===== src/rtl/router_pkg.sv =====
// Shared definitions for the router packet framer: state encoding and header layout.
package router_pkg;

    localparam logic [2:0] IDLE    = 3'd0;
    localparam logic [2:0] COLLECT = 3'd1;
    localparam logic [2:0] HEADER  = 3'd2;
    localparam logic [2:0] PAYLOAD = 3'd3;
    localparam logic [2:0] PARITY  = 3'd4;
    localparam logic [2:0] GAP     = 3'd5;

    localparam logic [1:0] ADDR_ILLEGAL = 2'd3;

    localparam int unsigned HDR_LEN_MSB  = 7;
    localparam int unsigned HDR_LEN_LSB  = 2;
    localparam int unsigned HDR_ADDR_MSB = 1;
    localparam int unsigned HDR_ADDR_LSB = 0;

    function automatic logic [7:0] calc_header(input logic [5:0] len, input logic [1:0] addr);
        logic [7:0] hdr;
        hdr = 8'h00;
        hdr[HDR_LEN_MSB:HDR_LEN_LSB]   = len;
        hdr[HDR_ADDR_MSB:HDR_ADDR_LSB] = addr;
        return hdr;
    endfunction

endpackage


===== src/rtl/router_pkt_framer_if.sv =====
// Command, payload and router-side packet signals of the framer.
// err_inj exists only when PKT_FRAMER_ERRINJ_EN is defined.
interface router_pkt_framer_if;

    logic       cmd_valid;
    logic       cmd_ready;
    logic [1:0] cmd_addr;
    logic [5:0] cmd_len;
    logic       pl_valid;
    logic       pl_ready;
    logic [7:0] pl_data;
    logic       busy;
    logic       pkt_valid;
    logic [7:0] pkt_data;
    logic       pkt_done;
    logic       cmd_drop;
`ifdef PKT_FRAMER_ERRINJ_EN
    logic       err_inj;
`endif

    // master: traffic source plus router busy; slave: the framer
    modport master (
`ifdef PKT_FRAMER_ERRINJ_EN
        output err_inj,
`endif
        output cmd_valid, cmd_addr, cmd_len, pl_valid, pl_data, busy,
        input  cmd_ready, pl_ready, pkt_valid, pkt_data, pkt_done, cmd_drop
    );

    modport slave (
`ifdef PKT_FRAMER_ERRINJ_EN
        input  err_inj,
`endif
        input  cmd_valid, cmd_addr, cmd_len, pl_valid, pl_data, busy,
        output cmd_ready, pl_ready, pkt_valid, pkt_data, pkt_done, cmd_drop
    );

endinterface


===== src/rtl/framer_buf.sv =====
// Payload buffer: synchronous write, combinational read, contents not reset.
module framer_buf #(
    parameter int unsigned DEPTH = 63
) (
    input  logic       clock,
    input  logic       we,
    input  logic [5:0] waddr,
    input  logic [7:0] wdata,
    input  logic [5:0] raddr,
    output logic [7:0] rdata
);

    logic [7:0] mem [DEPTH];

    always_ff @(posedge clock) begin
        if (we) begin
            mem[waddr] <= wdata;
        end
    end

    assign rdata = mem[raddr];

endmodule


===== src/rtl/router_pkt_framer.sv =====
// Store-and-forward packet framer feeding the 1x3 router input port.
// Optional parity error injection is enabled by defining PKT_FRAMER_ERRINJ_EN.
module router_pkt_framer
    import router_pkg::*;
#(
    parameter int unsigned MAX_LEN = 63,
    parameter int unsigned GAP_CYC = 2
) (
    input logic                clock,
    input logic                reset,
    router_pkt_framer_if.slave bus
);

    localparam logic [6:0] MAX_LEN_W = 7'(MAX_LEN);
    localparam logic [3:0] GAP_LAST  = 4'(GAP_CYC - 1);

    logic [2:0] state_q, state_d;
    logic [5:0] len_q, len_d;
    logic [1:0] addr_q, addr_d;
    logic [5:0] count_q, count_d;
    logic [5:0] rd_ptr_q, rd_ptr_d;
    logic [7:0] parity_q, parity_d;
    logic [3:0] gap_q, gap_d;
    logic       err_q, err_d;

    logic       cmd_ready_q, cmd_ready_d;
    logic       pl_ready_q, pl_ready_d;
    logic       pkt_valid_q, pkt_valid_d;
    logic [7:0] pkt_data_q, pkt_data_d;
    logic       pkt_done_q, pkt_done_d;
    logic       cmd_drop_q, cmd_drop_d;

    logic       err_in;
    logic       cmd_fire;
    logic       cmd_legal;
    logic       pl_fire;
    logic       buf_we;
    logic [7:0] buf_rdata;

`ifdef PKT_FRAMER_ERRINJ_EN
    assign err_in = bus.err_inj;
`else
    assign err_in = 1'b0;
`endif

    assign cmd_fire  = bus.cmd_valid && cmd_ready_q;
    assign cmd_legal = (bus.cmd_addr != ADDR_ILLEGAL) && (bus.cmd_len != 6'd0) &&
                       ({1'b0, bus.cmd_len} <= MAX_LEN_W);
    assign pl_fire   = bus.pl_valid && pl_ready_q;

    framer_buf #(
        .DEPTH (MAX_LEN)
    ) u_buf (
        .clock (clock),
        .we    (buf_we),
        .waddr (count_q),
        .wdata (bus.pl_data),
        .raddr (rd_ptr_d),
        .rdata (buf_rdata)
    );

    always_ff @(posedge clock or posedge reset) begin
        if (reset) begin
            state_q     <= IDLE;
            len_q       <= 6'd0;
            addr_q      <= 2'd0;
            count_q     <= 6'd0;
            rd_ptr_q    <= 6'd0;
            parity_q    <= 8'h00;
            gap_q       <= 4'd0;
            err_q       <= 1'b0;
            cmd_ready_q <= 1'b0;
            pl_ready_q  <= 1'b0;
            pkt_valid_q <= 1'b0;
            pkt_data_q  <= 8'h00;
            pkt_done_q  <= 1'b0;
            cmd_drop_q  <= 1'b0;
        end else begin
            state_q     <= state_d;
            len_q       <= len_d;
            addr_q      <= addr_d;
            count_q     <= count_d;
            rd_ptr_q    <= rd_ptr_d;
            parity_q    <= parity_d;
            gap_q       <= gap_d;
            err_q       <= err_d;
            cmd_ready_q <= cmd_ready_d;
            pl_ready_q  <= pl_ready_d;
            pkt_valid_q <= pkt_valid_d;
            pkt_data_q  <= pkt_data_d;
            pkt_done_q  <= pkt_done_d;
            cmd_drop_q  <= cmd_drop_d;
        end
    end

    // busy only matters in the transmit states; elsewhere it is never looked at
    always_comb begin
        state_d  = state_q;
        len_d    = len_q;
        addr_d   = addr_q;
        count_d  = count_q;
        rd_ptr_d = rd_ptr_q;
        parity_d = parity_q;
        gap_d    = gap_q;
        err_d    = err_q;
        buf_we   = 1'b0;
        case (state_q)
            IDLE: begin
                if (cmd_fire && cmd_legal) begin
                    len_d    = bus.cmd_len;
                    addr_d   = bus.cmd_addr;
                    parity_d = calc_header(bus.cmd_len, bus.cmd_addr);
                    count_d  = 6'd0;
                    rd_ptr_d = 6'd0;
                    err_d    = err_in;
                    state_d  = COLLECT;
                end
            end
            COLLECT: begin
                if (pl_fire) begin
                    buf_we   = 1'b1;
                    parity_d = parity_q ^ bus.pl_data;
                    count_d  = count_q + 6'd1;
                    if (count_q == len_q - 6'd1) begin
                        state_d = HEADER;
                    end
                end
            end
            HEADER: begin
                if (!bus.busy) begin
                    state_d = PAYLOAD;
                end
            end
            PAYLOAD: begin
                if (!bus.busy) begin
                    if (rd_ptr_q == len_q - 6'd1) begin
                        state_d = PARITY;
                    end else begin
                        rd_ptr_d = rd_ptr_q + 6'd1;
                    end
                end
            end
            PARITY: begin
                if (!bus.busy) begin
                    gap_d   = 4'd0;
                    state_d = (GAP_CYC == 0) ? IDLE : GAP;
                end
            end
            GAP: begin
                gap_d = gap_q + 4'd1;
                if (gap_q == GAP_LAST) begin
                    state_d = IDLE;
                end
            end
            default: state_d = IDLE;
        endcase
    end

    // Outputs are computed from the next state so the registers line up with state_q.
    always_comb begin
        cmd_ready_d = (state_d == IDLE);
        pl_ready_d  = (state_d == COLLECT);
        pkt_valid_d = (state_d == HEADER) || (state_d == PAYLOAD);
        pkt_done_d  = (state_q == PARITY) && (state_d != PARITY);
        cmd_drop_d  = (state_q == IDLE) && cmd_fire && !cmd_legal;
        pkt_data_d  = 8'h00;
        case (state_d)
            HEADER:  pkt_data_d = calc_header(len_d, addr_d);
            PAYLOAD: pkt_data_d = buf_rdata;
            PARITY:  pkt_data_d = parity_d ^ {8{err_d}};
            default: pkt_data_d = 8'h00;
        endcase
    end

    assign bus.cmd_ready = cmd_ready_q;
    assign bus.pl_ready  = pl_ready_q;
    assign bus.pkt_valid = pkt_valid_q;
    assign bus.pkt_data  = pkt_data_q;
    assign bus.pkt_done  = pkt_done_q;
    assign bus.cmd_drop  = cmd_drop_q;

endmodule


===== src/flat_wrapper.sv =====
// flat-port wrapper written by rule: the top's interface ports become plain ports
module router_pkt_framer_flat import router_pkg::*;
#(
    parameter int unsigned MAX_LEN = 63,
    parameter int unsigned GAP_CYC = 2
)
  (clock, reset, bus_cmd_valid, bus_cmd_addr, bus_cmd_len, bus_pl_valid, bus_pl_data, bus_busy, bus_cmd_ready, bus_pl_ready, bus_pkt_valid, bus_pkt_data, bus_pkt_done, bus_cmd_drop);
  router_pkt_framer_if bus_i ();
  input logic clock;
  input logic reset;
  input wire logic [$bits(bus_i.cmd_valid)-1:0] bus_cmd_valid;
  input wire logic [$bits(bus_i.cmd_addr)-1:0] bus_cmd_addr;
  input wire logic [$bits(bus_i.cmd_len)-1:0] bus_cmd_len;
  input wire logic [$bits(bus_i.pl_valid)-1:0] bus_pl_valid;
  input wire logic [$bits(bus_i.pl_data)-1:0] bus_pl_data;
  input wire logic [$bits(bus_i.busy)-1:0] bus_busy;
  output wire logic [$bits(bus_i.cmd_ready)-1:0] bus_cmd_ready;
  output wire logic [$bits(bus_i.pl_ready)-1:0] bus_pl_ready;
  output wire logic [$bits(bus_i.pkt_valid)-1:0] bus_pkt_valid;
  output wire logic [$bits(bus_i.pkt_data)-1:0] bus_pkt_data;
  output wire logic [$bits(bus_i.pkt_done)-1:0] bus_pkt_done;
  output wire logic [$bits(bus_i.cmd_drop)-1:0] bus_cmd_drop;
  assign bus_i.cmd_valid = bus_cmd_valid;
  assign bus_i.cmd_addr = bus_cmd_addr;
  assign bus_i.cmd_len = bus_cmd_len;
  assign bus_i.pl_valid = bus_pl_valid;
  assign bus_i.pl_data = bus_pl_data;
  assign bus_i.busy = bus_busy;
  assign bus_cmd_ready = bus_i.cmd_ready;
  assign bus_pl_ready = bus_i.pl_ready;
  assign bus_pkt_valid = bus_i.pkt_valid;
  assign bus_pkt_data = bus_i.pkt_data;
  assign bus_pkt_done = bus_i.pkt_done;
  assign bus_cmd_drop = bus_i.cmd_drop;
  router_pkt_framer #(.MAX_LEN(MAX_LEN), .GAP_CYC(GAP_CYC)) u_core (.clock(clock), .reset(reset), .bus(bus_i));
endmodule

===== config.mk =====
export PLATFORM = sky130hd
export DESIGN_NAME = router_pkt_framer_flat
export DESIGN_NICKNAME = d
export VERILOG_FILES = /design/src/rtl/router_pkg.sv /design/src/rtl/router_pkt_framer_if.sv /design/src/rtl/framer_buf.sv /design/src/rtl/router_pkt_framer.sv /design/src/flat_wrapper.sv
export SDC_FILE = /design/constraint.sdc
export NUM_CORES = 1
export LEC_CHECK = 0
export CAP_MARGIN = 10
export CORE_ASPECT_RATIO = 1.4
export CORE_MARGIN = 2
export CORE_UTILIZATION = 40
export DETAILED_ROUTE_END_ITERATION = 16
export PLACE_DENSITY = 0.54
export SYNTH_ARGS = -nofsm -noshare
export SYNTH_HDL_FRONTEND = slang
export SYNTH_HIERARCHICAL = 1
export SYNTH_SLANG_ARGS = --single-unit

===== constraint.sdc =====
create_clock -name clock -period 6.85 [get_ports clock]
set_input_delay 0.685 -clock clock [delete_from_list [all_inputs] [get_ports clock]]
set_output_delay 0.685 -clock clock [all_outputs]
set_load 0.02 [all_outputs]

==> results.toml <==
[worst_setup_path]
critPathMostFrequentCell = "nand2_1"
path_class = "flip-flop to flip-flop"
critical-path-slowest-cell = "nor2b_1"
cpPeakStageDelay_ns = 0.59
crit_family = "compound AO/OA/AOI/OAI gates"
worst-path-buf-inv = 2
path_cells = "inv_1 -> ha_1 -> xnor2_1 -> a221oi_1 -> a41oi_1 -> o41a_2 -> nor2b_1 -> nand2_1 -> o21ai_4 -> buf_12 -> nor2b_1 -> nand2_1 -> o221a_2 -> a31oi_1 -> o221a_2 -> nand2_1 -> o211ai_1"
crit_required_ns = 7.33
path_max_fanout = 68
startpoint_type = "flip-flop"
cp.arrival_ns = 5.97
cp-end-kind = "flip-flop"

[floorplanning]
die_x_um = 204.7
design.portCount = 34
rows = 103
die_y_um = 285.0
die-area_um2 = 58340
coreArea_um2 = 56060
initial_core_util_pct = 40.24

[route]
via_per_inst = 5.612
drt_iter0_drc = 979
drcViolationCount = 0
detail-route-antenna-nets = 0
num_vias = 11712
drt_wl_total_um = 55530
dr.pass1.iters = 5
wire_per_inst_um = 26.61

[power_and_ir_drop]
pwr-share-seq_pct = 43.8
power_frac_comb_pct = 25.9
ir_worst_vdd_mv = 0.1835
power_density_nw_per_um2 = 359.4
p_sw_share_pct = 29.33
p_leak_nw = 7.961
netSwitchingPower_mw = 2.662
internal_power_mw = 6.413
pwr-share-clk_pct = 30.2

[cells_and_area]
final_layout_size_suffix_gt1_share_pct = 17.90
final_area_um2 = 25250
final_nets = 1337
areaGrowthSynthToFinish_pct = 11.95
antennaDiodeCount = 0
fillers = 4792

[yosys]
synthCells = 1269
synth_seq_area_share_pct = 72.53
yosysWarnings = 6
synth_cell_type_count = 64
syn_area_um2 = 22560
syn_avg_cell_area_um2 = 17.78
ys.flop_type = "edfxtp_1"
ys_ff_latch = 553
synthArstFlopShare_pct = 8.861
synth.net_count = 1295
synth-edff-count = 504

[timing]
setup_viol = 0
slew_violations = 0
fin_crit_ns = 5.486
worstMarginPinSlew_ns = 1.077
max_freq_ghz = 0.1823
fin_crit_sh_pct = 80.09
fin_skew_ns = 0.01568
finalSetupTns_ns = 0
rsz0062_at_grt = "no"
relSlewSlack_pct = 27.93
final_hold_viol_count = 0

[placement]
place_hpwl_um = 35270
placed_area_um2 = 23670
gp_congestion = 0.8042
port_buffers = 33

[outcome]
status = "completed"

[grt]
busiest_layer = "met2"
grt_pass1_vias = 11967
track_usage_pct = 19.34
antenna_found_initial = 0
grt.overflow.total = 0
grt_max_degree = 69
use_met1_pct = 24.55
grt_use_met3_pct = 2.137
grt.met2_usage_pct = 34.23
grt_pass1_wl_um = 81810

[clocking]
cts_tree = "done"
hold_buffers = 0
clk_latency_ns = 0.57
clock_sinks = 553
cts_inserted_buffers = 51
cts-resized-gates = 0
clk_pin_slew_ns = 0.07
clockBufferDepth = 3
post_cts_buffers = 0
htreeDepth = 2
root_buffer = "clkbuf_16"

[flow_run]
cap_viol_max_count = 0

[worst_hold_path]
hold_path_class = "input port to flip-flop"
## through the flow
stage	setup WS (ns)	instances	power, mW	util, %	hold slack, ns
detailed placement	1.333	1993	6.438	42.21	0.4673
CTS	1.320	2087	9.185	45.05	0.4626
finish	1.364	2087	9.076	45.05	0.4711
global route	1.043	2087	9.478	45.05	0.4640
global placement	1.390	1993	6.429	42.21	0.4682
floorplan	2.530	1269	5.726	-	0.4366
## power groups by stage
stage	Sequential, mW	Combinational, mW	Clock, mW
after floorplan	3.99	1.74	0
after global placement	4.05	2.38	0
after detailed placement	4.05	2.39	0
after CTS	3.98	2.40	2.81
after global routing	4.00	2.54	2.94
final	3.98	2.35	2.74
## final timing paths
path | start | end | cells after the start | slack, ns
min | bus_pl_data[1] | u_core/u_buf/mem[34][1] | 1 | 0.47
max in group asynchronous | reset | u_core/bus.pkt_data[6] | 3 | 5.77
max reg2reg | u_core/len_q[0] | u_core/bus.pkt_data[7] | 17 | 1.36
min reg2reg | u_core/addr_q[0] | u_core/addr_q[0] | 2 | 0.49
max | u_core/len_q[0] | u_core/bus.pkt_data[7] | 17 | 1.36
min in group asynchronous | reset | u_core/bus.pkt_valid | 3 | 0.61
## layer usage
layer / vias up / wire [um]
li1: 5155 / -
met1: 6190 / 22260
met2: 286 / 29390
met3: 81 / 1984
met4: 0 / 1894
met5: - / 0
## registers in the layout, summed over array words and instances, names as in the netlist, 2 cells and up
register and cells:
u_core/state_q 3, u_core/count_q 6, u_core/parity_q 8, u_core/gap_q 4, u_core/bus.pkt_data 8, u_core/addr_q 2, u_core/rd_ptr_q 6, u_core/len_q 6
u_core/u_buf/mem 504
## cells by family (layout without fill, tap and decap cells)
logic type                 count (synthesis)  count (layout)  share of synthesized area [%]
AOI/OAI and AO/OA                        150             150                          4.742
xor gates and xnor gates                  25              25                          1.032
adders and majority gates                  5               5                         0.2773
buffers and inverters                     79             162                          1.769
DFF                                      553             553                          72.53
muxes                                    154             154                          13.27
and+or+nand+nor                          303             303                          6.384
## layout by cell type (no fill, tap or decap), types with 10 or more instances in the layout
master,n
a21oi_1,22
a22o_1,13
a22oi_1,14
buf_4,22
clkbuf_1,14
clkbuf_16,51
clkdlybuf4s50_1,25
clkinv_1,16
dfrtp_1,49
edfxtp_1,504
inv_1,10
mux2i_1,29
mux4_2,115
nand2_1,95
nand3_1,38
nor2_1,84
nor2b_1,14
nor3_1,14
o211ai_1,11
o21ai_0,27
xnor2_1,13
xor2_1,11
## area by class of cell
| class | instances | area (um2) | share of cell area [%] |
|---|---|---|---|
| clock inverters | 29 | 259.0 | 1.026 |
| multi-input cells | 637 | 5848 | 23.16 |
| repair buffers | 57 | 495.5 | 1.962 |
| inverters | 11 | 41.29 | 0.1635 |
| clock buffers | 65 | 1329 | 5.262 |
| well taps | 735 | 919.6 | 3.642 |
| flip-flops and latches | 553 | 16360 | 64.79 |
## synth_stat cells (13+ instances only)
cell | n | share of area, %
edfxtp_1 | 504 | 67
mux4_2 | 115 | 11
nand2_1 | 95 | 1.6
nor2_1 | 84 | 1.4
dfrtp_1 | 49 | 5.4
clkbuf_1 | 40 | 0.67
nand3_1 | 38 | 0.84
mux2i_1 | 29 | 1.3
o21ai_0 | 28 | 0.62
a21oi_1 | 22 | 0.49
a22o_1 | 14 | 0.54
a22oi_1 | 14 | 0.47
nor2b_1 | 14 | 0.39
nor3_1 | 14 | 0.31
buf_2 | 13 | 0.29
xnor2_1 | 13 | 0.50
Note: power is estimated with default switching activity, not from simulation.
